File: src/rtl/vedic_pkg.sv
// Shared definitions for the iterative vedic multiplier: FSM state
// encoding and the digit / partial-product widths of the 2x2 cell.
package vedic_pkg;

    typedef enum logic [1:0] {
        IDLE = 2'd0,
        RUN  = 2'd1,
        DONE = 2'd2
    } state_t;

    localparam int DIGIT_W = 2;
    localparam int PP_W    = 4;

endpackage

File: src/rtl/vedic2bit.sv
// 2x2 unsigned vedic multiplier cell: crosswise products summed with two
// half adders. v is the full 4-bit product; c is the final half-adder carry,
// which always equals v[3].
module vedic2bit
    import vedic_pkg::*;
(
    input  logic [DIGIT_W-1:0] a,
    input  logic [DIGIT_W-1:0] b,
    output logic [PP_W-1:0]    v,
    output logic               c
);

    logic cross0;
    logic cross1;
    logic mid_carry;
    logic high;

    assign cross0    = a[1] & b[0];
    assign cross1    = a[0] & b[1];
    assign mid_carry = cross0 & cross1;
    assign high      = a[1] & b[1];

    assign v[0] = a[0] & b[0];
    assign v[1] = cross0 ^ cross1;
    assign v[2] = high ^ mid_carry;
    assign c    = high & mid_carry;
    assign v[3] = c;

endmodule

File: src/rtl/vedic_seq_mult.sv
// Iterative WIDTH x WIDTH unsigned multiplier. Operands are split into
// 2-bit digits; one digit pair per cycle goes through a single vedic2bit
// cell and the shifted 4-bit partial product is added to a 2*WIDTH
// accumulator. Valid/ready handshakes on both the operand and result side.
module vedic_seq_mult
    import vedic_pkg::*;
#(
    parameter int WIDTH = 8
)
(
    input  logic               clk,
    input  logic               rst_n,
    input  logic               in_valid,
    output logic               in_ready,
    input  logic [WIDTH-1:0]   a_in,
    input  logic [WIDTH-1:0]   b_in,
    output logic               out_valid,
    input  logic               out_ready,
    output logic [2*WIDTH-1:0] product,
    output logic               busy
);

    localparam int D     = WIDTH / DIGIT_W;
    localparam int PW    = 2 * WIDTH;
    localparam int IDX_W = (D > 1) ? $clog2(D) : 1;
    localparam logic [IDX_W-1:0] LAST = IDX_W'(D - 1);

    state_t            state;
    logic [WIDTH-1:0]  a_reg;
    logic [WIDTH-1:0]  b_reg;
    logic [PW-1:0]     acc;
    logic [IDX_W-1:0]  i_idx;
    logic [IDX_W-1:0]  j_idx;

    logic [DIGIT_W-1:0] a_dig;
    logic [DIGIT_W-1:0] b_dig;
    logic [PP_W-1:0]    pp;
    logic               pp_carry_unused;
    logic [IDX_W:0]     pos;
    logic [IDX_W+1:0]   shamt;
    logic [PW-1:0]      term;
    logic [PW-1:0]      acc_next;

    vedic2bit u_cell (
        .a (a_dig),
        .b (b_dig),
        .v (pp),
        .c (pp_carry_unused)
    );

    // Select the current digit pair and line its partial product up at 2*(i+j).
    always_comb begin
        a_dig    = a_reg[DIGIT_W*int'(i_idx) +: DIGIT_W];
        b_dig    = b_reg[DIGIT_W*int'(j_idx) +: DIGIT_W];
        pos      = (IDX_W+1)'(i_idx) + (IDX_W+1)'(j_idx);
        shamt    = {pos, 1'b0};
        term     = PW'(pp) << shamt;
        acc_next = acc + term;
    end

    // Control FSM with registered handshake outputs; j is the inner index, i the outer.
    always_ff @(posedge clk or negedge rst_n) begin
        if (!rst_n) begin
            state     <= IDLE;
            in_ready  <= 1'b1;
            out_valid <= 1'b0;
            busy      <= 1'b0;
            product   <= '0;
            a_reg     <= '0;
            b_reg     <= '0;
            acc       <= '0;
            i_idx     <= '0;
            j_idx     <= '0;
        end else begin
            case (state)
                IDLE: begin
                    if (in_valid && in_ready) begin
                        a_reg    <= a_in;
                        b_reg    <= b_in;
                        acc      <= '0;
                        i_idx    <= '0;
                        j_idx    <= '0;
                        in_ready <= 1'b0;
                        busy     <= 1'b1;
                        state    <= RUN;
                    end
                end
                RUN: begin
                    acc <= acc_next;
                    if (j_idx == LAST) begin
                        j_idx <= '0;
                        if (i_idx == LAST) begin
                            i_idx     <= '0;
                            product   <= acc_next;
                            out_valid <= 1'b1;
                            state     <= DONE;
                        end else begin
                            i_idx <= i_idx + 1'b1;
                        end
                    end else begin
                        j_idx <= j_idx + 1'b1;
                    end
                end
                DONE: begin
                    if (out_ready) begin
                        out_valid <= 1'b0;
                        busy      <= 1'b0;
                        in_ready  <= 1'b1;
                        state     <= IDLE;
                    end
                end
                default: begin
                    out_valid <= 1'b0;
                    busy      <= 1'b0;
                    in_ready  <= 1'b1;
                    state     <= IDLE;
                end
            endcase
        end
    end

endmodule
File: config.mk
export PLATFORM = sky130hd
export DESIGN_NAME = vedic_seq_mult
export DESIGN_NICKNAME = d
export VERILOG_FILES = /design/src/rtl/vedic_pkg.sv /design/src/rtl/vedic2bit.sv /design/src/rtl/vedic_seq_mult.sv
export SDC_FILE = /design/constraint.sdc
export NUM_CORES = 1
export LEC_CHECK = 0
export CAP_MARGIN = 20
export CELL_PAD_IN_SITES_DETAIL_PLACEMENT = 0
export CELL_PAD_IN_SITES_GLOBAL_PLACEMENT = 1
export CORE_ASPECT_RATIO = 1.2
export CORE_UTILIZATION = 46
export CTS_CLUSTER_SIZE = 24
export DETAILED_ROUTE_END_ITERATION = 10
export GPL_TIMING_DRIVEN = 0
export PLACE_DENSITY = 0.95
export SKIP_LAST_GASP = 1
export SLEW_MARGIN = 20
export SYNTH_ARGS = -nofsm -noshare
export SYNTH_HDL_FRONTEND = slang
export SYNTH_SLANG_ARGS = --single-unit
File: constraint.sdc
create_clock -name clk -period 7.7 [get_ports clk]
set_clock_uncertainty 0.05 [all_clocks]
set_input_delay 1.54 -clock clk [delete_from_list [all_inputs] [get_ports clk]]
set_output_delay 1.54 -clock clk [all_outputs]
set_load 0.005 [all_outputs]
After elaboration in Yosys (flattened, before gate mapping)
Cells that the tools add are included.
Word-level totals
  bits in registers: 57
  input bits: 20
  output and inout bits: 19
  word-level logic and storage cells: 67
Operators by class
  add/sub/neg operators: 4
  eq/ne operators: 8
  shift-type cells: 3
  mux-type cells: 22
  bitwise operators: 10
  reductions and logical operators: 10
Operators with widths (number)
  one-hot mux 16 bit (2 select lines): 1
  adder 16 bit: 1
  two-way mux 16 bit: 1
  two-way mux 2 bit: 8
  variable part select 8 x 4 -> 2 bit: 2
  << shifter 4 x 4 -> 16 bit: 1
  one-hot mux 1 bit (3 select lines): 3
  AND reduction 3 bit: 3
  != test 2 bit, second input constant: 4
  one-hot mux 2 bit (2 select lines): 2
  AND reduction 4 bit: 2
  bitwise AND 1 bit: 6
  equality test 2 bit, second input constant: 3
  two-way mux 1 bit: 6
  one-hot mux 2 bit (3 select lines): 1
  adder 2 x 1 -> 2 bit, second input constant: 2
  AND reduction 2 bit: 2
  adder 2 x 2 -> 3 bit: 1
  equality test 2 x 1 -> 1 bit, second input constant: 1
  zero test 2 bit: 1
  NOT 1 bit: 2
  nonzero test 2 bit: 1
  bitwise XOR 1 bit: 2
  logical AND 1 bit: 1

Logic depth before layout (Yosys ltp)
  depth after elaboration: 7
  mapped depth: 14
  mapped depth without buffers: 13

Modules after synthesis
A second synthesis with hierarchy kept.
Unflattened totals
  cell total of the unflattened synthesis: 321
  area, all modules: 3265.6 µm²
Modules (own cells, without submodules)
  vedic_seq_mult: instances 1, cells an instance 314, area an instance 3208.1 µm², sequential area each 1427.6 µm²
  vedic2bit: instances 1, cells an instance 7, area an instance 57.6 µm², sequential area each 0.0 µm²

Worst setup path before layout
OpenSTA, ideal clock, no wires.
  path kind: register to register
  start point: register j_idx[0]
  end point: register acc[14]
  setup time: 0.095 ns
  data arrival time: 3.528 ns
  required time: 7.555 ns
  setup slack: 4.026 ns
  cell stages (with the launch flop): 15
  path buffers: 1
  period minus slack after synthesis: 3.674 ns
  path through: dfrtp_1 > mux4_2 > and2_1 > ha_1 > ha_1 > nor2b_1 > a31oi_1 > nor2_1 > ha_1 > buf_2 > and3_1 > a22o_1 > a221o_1 > o21a_1 > o31ai_1
On the way
  word-level cells in the longest chain between the ends: 7
  elaborated cells between the ends (all ways): 13
  classes of those cells: add/sub: 2; shift: 2; mux: 1; bitwise: 8
RTL lines
  start: declaration: RTL line vedic_seq_mult.sv:33  | logic [IDX_W-1:0] j_idx;
  start signal: assignment: RTL line vedic_seq_mult.sv:101  | j_idx <= j_idx + 1'b1;
  variable part select 8 x 4 -> 2 bit: RTL line vedic_seq_mult.sv:54  | b_dig = b_reg[DIGIT_W*int'(j_idx) +: DIGIT_W];
  bitwise AND 1 bit (on tied branches): RTL line vedic2bit.sv:18, vedic2bit.sv:19
  bitwise AND 1 bit: RTL line vedic2bit.sv:20  | assign mid_carry = cross0 & cross1;
  bitwise XOR 1 bit / bitwise AND 1 bit (equally long branches): RTL line vedic2bit.sv:25, vedic2bit.sv:26
  << shifter 4 x 4 -> 16 bit *: RTL line vedic_seq_mult.sv:57  | term = PW'(pp) << shamt;
  adder 16 bit *: RTL line vedic_seq_mult.sv:58  | acc_next = acc + term;
  one-hot mux 16 bit (2 select lines) *: RTL line vedic_seq_mult.sv:75  | case (state)
  end signal: assignment: RTL line vedic_seq_mult.sv:89  | acc <= acc_next;
  end: declaration: RTL line vedic_seq_mult.sv:31  | logic [PW-1:0] acc;
Mark *: on every way between the ends. The rest lies on a longest branch, timed or not.
A chain may end at the register's enable or synchronous reset.

Worst setup path after layout
  start point: register j_idx[0]
  end point: register acc[11]
The elaborated chain is that of the path after synthesis.

==> reports/qor.csv <==
stage,metric,value,unit
run_status,status,completed,
setup_path,crit_fanout,8,
power,finalPower,1.46,mW
final_layout,fillCellCount,634,
yosys,synth_area_leaders,"dfrtp_1 (41%), nand2_1 (10%), ha_1 (7.7%), o21ai_0 (4.1%), nand3_1 (3.5%)",
clock_network,cts.path.max_buffers,2,
placed_design,io_buffers,38,
route,ant_nets,0,
yosys,ys_seq_area_share,42.0,%
global_routing,grt_max_degree,58,
final_layout,diodes,0,
yosys,synth.most_common_cell,nand2_1,
setup_path,reg2reg_slack,3.40,ns
yosys,ys_top_cells_by_count,"nand2_1 (91), dfrtp_1 (56), o21ai_0 (28), nand3_1 (24), ha_1 (21)",
power,p_leak,1.89,nW
floorplanning,coreArea,6980,µm²
final_layout,drive_gt1_share,6.58,%
floorplanning,num_io_pins,39,
route,first_pass_iters,4,
timing,drv_slew,0,
setup_path,cp.depth,14,
route,drc,0,
yosys,yosys_warnings,0,
setup_path,path_cells,mux4_2 > and2_1 > ha_1 > ha_1 > nor2b_1 > a31oi_1 > nor2_1 > ha_1 > buf_2 > a2111oi_0 > o21ai_0 > a31oi_1 > xnor2_1 > o21ai_0,
clock_network,cts-root-buf,clkbuf_8,
setup_path,path_delay_family,compound AO/OA/AOI/OAI gates,
setup_path,start_kind,flip-flop,
clock_network,clock_latency,0.35,ns
global_routing,antenna_found_initial,0,
flow_run,maxCapViolCount,0,
timing,whs,0.425,ns
global_routing,grt_pass1_wl,13500,µm
yosys,synth_top_area_share,41.3,%
timing,clock.fmax,232,MHz
placed_design,gp_congestion,0.929,
route,drt-initial-drc-count,126,
floorplanning,initial_core_util,48.7,%
global_routing,grt-ovfl-total,0,
yosys,yosys.area.top_type,dfrtp_1,
route,via_per_inst,5.60,
clock_network,cts_hold_buf,0,
timing,rsz0062_at_grt,false,
final_layout,nets,479,
yosys,syn-num-nets,430,
setup_path,critPathSlowestCell,mux4_2,
floorplanning,die_x,80.4,µm
power,p_per_area,356,nW/µm²
clock_network,h-tree-depth,3,
yosys,synth_edf_count,0,
final_layout,final_area,4090,µm²
worst_hold_path,worstHoldStart,a_reg[0],
setup_path,crit_path_end_kind,flip-flop,
setup_path,rr_startpoint,j_idx[0],
route,wl_per_cell,15.1,µm
global_routing,gr-usage-all-layers,23.6,%
placed_design,dp_hpwl,5860,µm
setup_path,required,7.86,ns
final_layout,area_delta_synth_final,20.4,%
placed_design,dpl_cell_area,3880,µm²
yosys,ys_ff_latch,57,
timing,period_needed,4.31,ns
timing,tightest_slew,0.843,ns
route,wirelength,7990,µm
clock_network,cts_tree,yes,
final_layout,reg_top3,"acc x16, product x16",
power,ir_drop,189,µV
setup_path,cp_num_buf_inv,1,
worst_hold_path,holdPathStages,2,
floorplanning,rows,33,
global_routing,grt_pass1_vias,2886,
clock_network,path_clk_slew,0.06,ns
yosys,synth_area,3400,µm²
setup_path,reg2reg_depth,14,
clock_network,cts-resized-gates,0,
yosys,syn_avg_cell_area,8.78,µm²
timing,setup_tns,0,ns
clock_network,post-cts-setup-buffers,0,
timing,slew_headroom,43.6,%
timing,finalSetupViolations,0,
worst_hold_path,worst_hold_path.endpoint,a_reg[0],
worst_hold_path,hold_path.class,flip-flop to flip-flop,
yosys,synth_ff_type,dfrtp_1,
yosys,ys_types,46,
floorplanning,die_area,7730,µm²
timing,period_share,55.9,%
clock_network,clock-sinks,57,
setup_path,worstPathArrival,4.46,ns
setup_path,reg2reg_to,acc[11],
timing,hold_violations,0,
yosys,synthCells,387,
setup_path,crit_top_cell,ha_1,
setup_path,critPathMaxStageDelay,0.58,ns
setup_path,path_class,flip-flop to flip-flop,
clock_network,cts_made_buffers,9,
route,vias,2956,
floorplanning,die-height,96.1,µm
yosys,synthArstFlopShare,100,%
layer usage:
layer	wire length, µm	vias up	track usage, %
li1	-	1460	-
met2	3890	64	39.0
met3	341	23	6.35
met5	0	-	0
met4	301	0	13.4
met1	3460	1409	27.7
layout make-up:
class	count	area, µm²	area share [%]
clock inverter	2	35.0	0.856
tap	87	109	2.66
sequential	57	1430	34.9
clock buffer	14	173	4.22
multi-input combinational	299	1840	45.0
buffer	20	86.3	2.11
timing repair buffer	38	378	9.24
inverter	11	41.3	1.01
metrics by stage:
step,utilization (%),instances,setup WS [ns]
after floorplan,-,387,4.03
after global placement,55.7,512,3.25
after detailed placement,55.7,512,3.51
after CTS,58.6,528,3.50
after global routing,58.6,528,3.29
final,58.6,528,3.40
kinds of logic (layout without fill, tap and decap cells):
group / count (synthesis) / in the layout / synth area share (%)
AND/OR/NAND/NOR: 172 / 172 / 22.4
buffers and inverters: 31 / 85 / 3.76
adder cells (fa/ha/maj): 23 / 23 / 8.91
flip-flops: 57 / 57 / 42.0
XOR/XNOR: 9 / 9 / 2.32
AO/OA/AOI/OAI: 89 / 89 / 17.3
multiplexers: 6 / 6 / 3.28
worst max-delay path by stage:
stage | from | endpoint | slack [ns]
6_report | j_idx[0] | acc[11] | 3.40
4_1_cts | j_idx[0] | product[15] | 3.50
3_3_place_gp | rst_n | b_reg[3] | 3.25
2_1_floorplan | j_idx[0] | acc[14] | 4.03
5_1_grt | j_idx[0] | acc[11] | 3.29
3_5_place_dp | j_idx[0] | acc[15] | 3.51
power breakdown:
part / switching (mW) / internal [mW] / total [mW] / leakage (nW)
clock network: 0.118 / 0.176 / 0.294 / 0.107
registers: 0.0786 / 0.416 / 0.495 / 0.738
logic: 0.378 / 0.291 / 0.669 / 1.05
total: 0.575 / 0.882 / 1.46 / 1.89
worst min-delay path: stages, from the launching register on:
cell     delay, ns
dfrtp_1       0.34
nand2_1       0.05
nand2_1       0.05
layout by cell type, fill, tap and decap left out, drive strengths merged, types with 3 or more instances in the layout:
master	synthesis	layout
nor2	20	20
inv	11	11
a21oi	13	13
a21o	6	6
dfrtp	56	56
o31ai	11	11
a211oi	3	3
nand3	24	24
ha	21	21
a211o	3	3
nand4	6	6
nor2b	4	4
o21a	6	6
nand2b	6	6
nor3	8	8
nand2	91	91
xnor2	3	3
o21ai	28	28
xor2	6	6
buf	4	5
clkbuf	16	30
mux4	4	4
a31oi	4	4
and2	5	5
clkdlybuf4s50	0	37
Power figures use the tool's default switching activity.
==> edit 1 (same settings) <==
Encoding of `state_t`: now one-hot (3 bits for 3 states).
--- a/src/rtl/vedic_pkg.sv
+++ b/src/rtl/vedic_pkg.sv
@@ -2,10 +2,10 @@
 // encoding and the digit / partial-product widths of the 2x2 cell.
 package vedic_pkg;
 
-    typedef enum logic [1:0] {
-        IDLE = 2'd0,
-        RUN  = 2'd1,
-        DONE = 2'd2
+    typedef enum logic [2:0] {
+        IDLE = 3'b001,
+        RUN  = 3'b010,
+        DONE = 3'b100
     } state_t;
 
     localparam int DIGIT_W = 2;
Check against the original RTL: no difference found for any inputs over 10 cycles, from zero or initial values and one cycle with rst_n low; not proved beyond that.
==> edit 1 against the original RTL <==
- wire length decreased by 8.1%
- synthesized area shrank 0.81%
- maximum frequency is 11% higher
- sequential cell count rose by 1
- total power fell by 21%
- final cell count down 8.9%
- non-clock buffer count fell by 3
- hold slack gained 6.4 ps
- count of clock-buffer cells in the layout decreased by 3
- sequential share of layout area rose by 0.78 points
- global-route usage down 1.9 points
- setup slack better by 430 ps
- cell area shrank 0.40%
- critical path type unchanged
- highest routed layer unchanged
==> edit 1: results (changes against the original RTL) <==
- Adder-Cell Fraction of Synth Area: 8.986% (+0.073 points)
- Hold_sp: product[5]
- GRT Util Overall: 21.78% (-1.9 points)
- WHS Endpoint: product[5]
- Post-synthesis sequential area ratio: 43.15% (+1.1 points)
- # clk buffers: 11 (-3)
- Outcome: finished, final reports clean
- Multi-input logic area: 1788 µm² (-2.9%)
- Critical Path AT: 4030 ps (-430 ps)
- #MultiIn Comb: 251 (-16%)
- Layout Nets: 432 (-9.8%)
- DP Worst Slack: 3870 ps (+362.6 ps)
- Placed cells: 465 (-9.2%)
- Cell Area, Placed: 3856 µm² (-0.71%)
- Compound-Gate Fraction of Synth Area: 17.56% (+0.29 points)
- Wire per inst: 15.27 µm (+0.91%)
- Critical path startpoint: i_idx[0]
- Placer Congestion: 0.8914 (-4.1%)
- Non-clk buf share: 11.11% (-0.23 points)
- Inverter count: 14 (+3)
- Initial DRC count: 139 (+10%)
- Hpwl dp: 5387 µm (-8.0%)
- Buffers excl. clock: 55 (-5.2%)
- Vias: 2687 (-9.1%)
- Filler cells: 628 (-0.95%)
- Reg2Reg Setup Slack: 3820 ps (+430 ps)
- Final std cells w/o fill: 481 (-8.9%)
- Final clock-cell share: 5.373% (+0.30 points)
- Synth top area cells: dfrtp_1 42%, ha_1 7.8%, nand2_1 5.3%
- Max IR drop VDD: 0.0002168 V (+15%)
- Reg area: 1454 µm² (+1.8%)
- Reg2Reg Launch Point: i_idx[0]
- Relative slew slack: 52.07% (+8.5 points)
- Crit-path max FO: 6 (-2)
-- edit 1: cell types whose count changed in the layout (fill, tap and decap cells not counted), sizes merged, moves of 8 or more --
cell    change
mux2       +16
nand2      -43
o22ai      +11
nand3      -20
o31ai       -8
clkbuf     -11
-- edit 1: layer usage --
layer / up-vias / routed length [µm] / global-route usage (%)
met1: 1307 / 3370 / 26.51
met4: 0 / 165 / 9.524
met3: 15 / 205 / 3.602
met2: 53 / 3606 / 37.96
li1: 1312 / - / -
met5: - / 0 / 0
-- edit 1: power by group --
group / internal [µW] / switching, µW / leakage, µW
clock: 190 / 124 / 0.000109
sequential: 379 / 46.6 / 0.000764
combinational: 187 / 225 / 0.000953
-- edit 1: how the worst max path moves through the flow --
stage / endpoint / depth (start not counted)
2_1_floorplan: product[11] / 13
3_3_place_gp: busy / 1
3_5_place_dp: acc[10] / 12
4_1_cts: acc[10] / 12
5_1_grt: acc[15] / 13
6_report: acc[10] / 12
==> edit 2 (config.mk and constraints unchanged) <==
Made on the original files. Make the reset (`rst_n`) synchronous in one clocked block.
--- a/src/rtl/vedic_seq_mult.sv
+++ b/src/rtl/vedic_seq_mult.sv
@@ -59,7 +59,7 @@
     end
 
     // Control FSM with registered handshake outputs; j is the inner index, i the outer.
-    always_ff @(posedge clk or negedge rst_n) begin
+    always_ff @(posedge clk) begin
         if (!rst_n) begin
             state     <= IDLE;
             in_ready  <= 1'b1;
Check against the original RTL: differs if rst_n is asserted again (counterexample within 4 cycles, from zero or initial values and one cycle with rst_n low); with rst_n held inactive, the same outputs for 10 cycles.
==> edit 2 against the original RTL <==
- first-iteration DRC count up 8.7%
- critical path depth unchanged
- synthesized area down 3.6%
- hold slack worse by 22 ps
- cell area down 3.7%
- wire length up 3.2%
- sequential cell count unchanged
- count of clock-buffer cells in the layout down 4
- setup slack better by 260 ps
- critical path type unchanged
- critical endpoint is now acc[12]
- highest routed layer unchanged
Power is not compared: it rests on default switching activity, and its combinational part moved more than twofold at a synthesized area within 25%.
==> edit 2: results (changes against the original RTL) <==
- Synth top area cells: dfxtp_1 35%, nand2_1 8.8%, ha_1 8.0%
- Crit-path max FO: 6 (-2)
- Hpwl dp: 6232 µm (+6.4%)
- Top cells by count, synth: 77 x nand2_1, 57 x dfxtp_1, 51 x a21oi_1, 39 x nor2_1, 21 x ha_1
- First-pass GRT wire length: 13700 µm (+1.6%)
- Synth Warn #: 0 (unchanged)
- Worst min-delay path class: flop to flop
- Critical Path AT: 4260 ps (-200 ps)
- CTS clk-pin slew, worst paths: 70 ps
- P_seq: 308 µW
- Relative slew slack: 50.31% (+6.7 points)
- Worst path slowest cell: mux4_2
- CTS Buf Count: 9 (unchanged)
- Placer Congestion: 0.8870 (-4.6%)
- Max IR drop VDD: 0.0001058 V
- First-pass iteration count of the detailed router: 4 (unchanged)
- Yosys cell types: 53 (+15%)
- Final WL: 8245 µm (+3.2%)
- Biggest registers after layout: acc: 16 flops, product: 16 flops
- CTS Root Cell: clkbuf_8
- Later-pin clock latency in the skew report: 350 ps (about the same)
- Layout Nets: 507 (+5.8%)
- CP peak stage delay: 600 ps (+20 ps)
- CTS-repair resized insts: 0 (unchanged)
- Count of input and output buffers: 38 (unchanged)
- H-Tree Depth: 3 (unchanged)
- Initial antenna violation count: 0 (unchanged)
- Async set-reset flop share out of synthesis: 0% (-100 points)
- Largest net degree at the start of global routing: 11 (-81%)
- Via-to-Cell Ratio: 5.542 (-1.0%)
- Clock share of power: 40.0%
- Layout cells sized above 1: 10.26% (+3.7 points)
- Initial DRC count: 137 (+8.7%)
- Vias in the first global route: 2892 (+0.21%)
- Crit-path leading delay family: compound AO/OA/AOI/OAI gates
- Max Cap Viol: 0 (unchanged)
- Filler cells: 664 (+4.7%)
- Post-synthesis sequential area ratio: 34.84% (-7.2 points)
- Outcome: finished, final reports clean
- GRT Util Overall: 24.29% (+0.65 points)
- LEAKAGE: 0.001438 µW
- Maximum clock path buffer count: 2 (unchanged)
- Synth Net Count: 458 (+6.5%)
- Antenna cell count: 0 (unchanged)
- Post-CTS setup buffers: 0 (unchanged)
- P_sw: 162.8 µW
## edit 2: final cells by class
| cell class | instances | share of cell area [%] |
|---|---|---|
| Timing Repair Buffer | 38 | 9.654 |
| Clock buffer | 10 | 3.493 |
| Sequential cell | 57 | 28.96 |
| Clock inverter | 5 | 0.8257 |
| Multi-Input combinational cell | 327 | 50.84 |
| Tap cell | 87 | 2.763 |
| Inverter | 9 | 0.8574 |
| Buffer | 22 | 2.604 |
## edit 2: per-stage QoR
stage	setup slack (ps)	instance area, µm²	std cells	util (%)	power, µW
6_report	3650	3940	555	57.48	612.4
3_5_place_dp	3644	3770	540	55.00	373.6
5_1_grt	3462	3940	555	57.48	640.8
3_3_place_gp	3782	3765	540	54.93	371.8
4_1_cts	3628	3940	555	57.48	617.1
2_1_floorplan	4153	3276	415	-	347.9
## edit 2: kinds of logic after synthesis
kind of cell | count (synthesis) | share of synthesized area (%)
adder cells (fa/ha/maj) | 23 | 9.244
AND/OR/NAND/NOR | 173 | 23.87
buffers and inverters | 31 | 4.163
AO/OA/AOI/OAI | 112 | 21.09
flip-flops | 57 | 34.84
XOR/XNOR | 14 | 3.743
multiplexers | 5 | 3.056
## edit 2: tightest hold or removal path: stages, from the launching register on
cell and delay (ps):
dfxtp_1 320, nand2_1 50, o21ai_1 50
## edit 2: path summary, 6_finish.rpt
check           start      end  slack [ps]  cells past startpoint
max          j_idx[0]  acc[12]        3650                     14
min           acc[14]  acc[14]         400                      2
max reg2reg  j_idx[0]  acc[12]        3650                     14
min reg2reg   acc[14]  acc[14]         400                      2
## edit 2: per-layer routing
metal / share of wire, % / global-route usage (%)
met2: 50 / 42.96
met4: 2.4 / 10.91
met1: 44 / 27.89
met5: 0 / 0
met3: 4.0 / 5.121
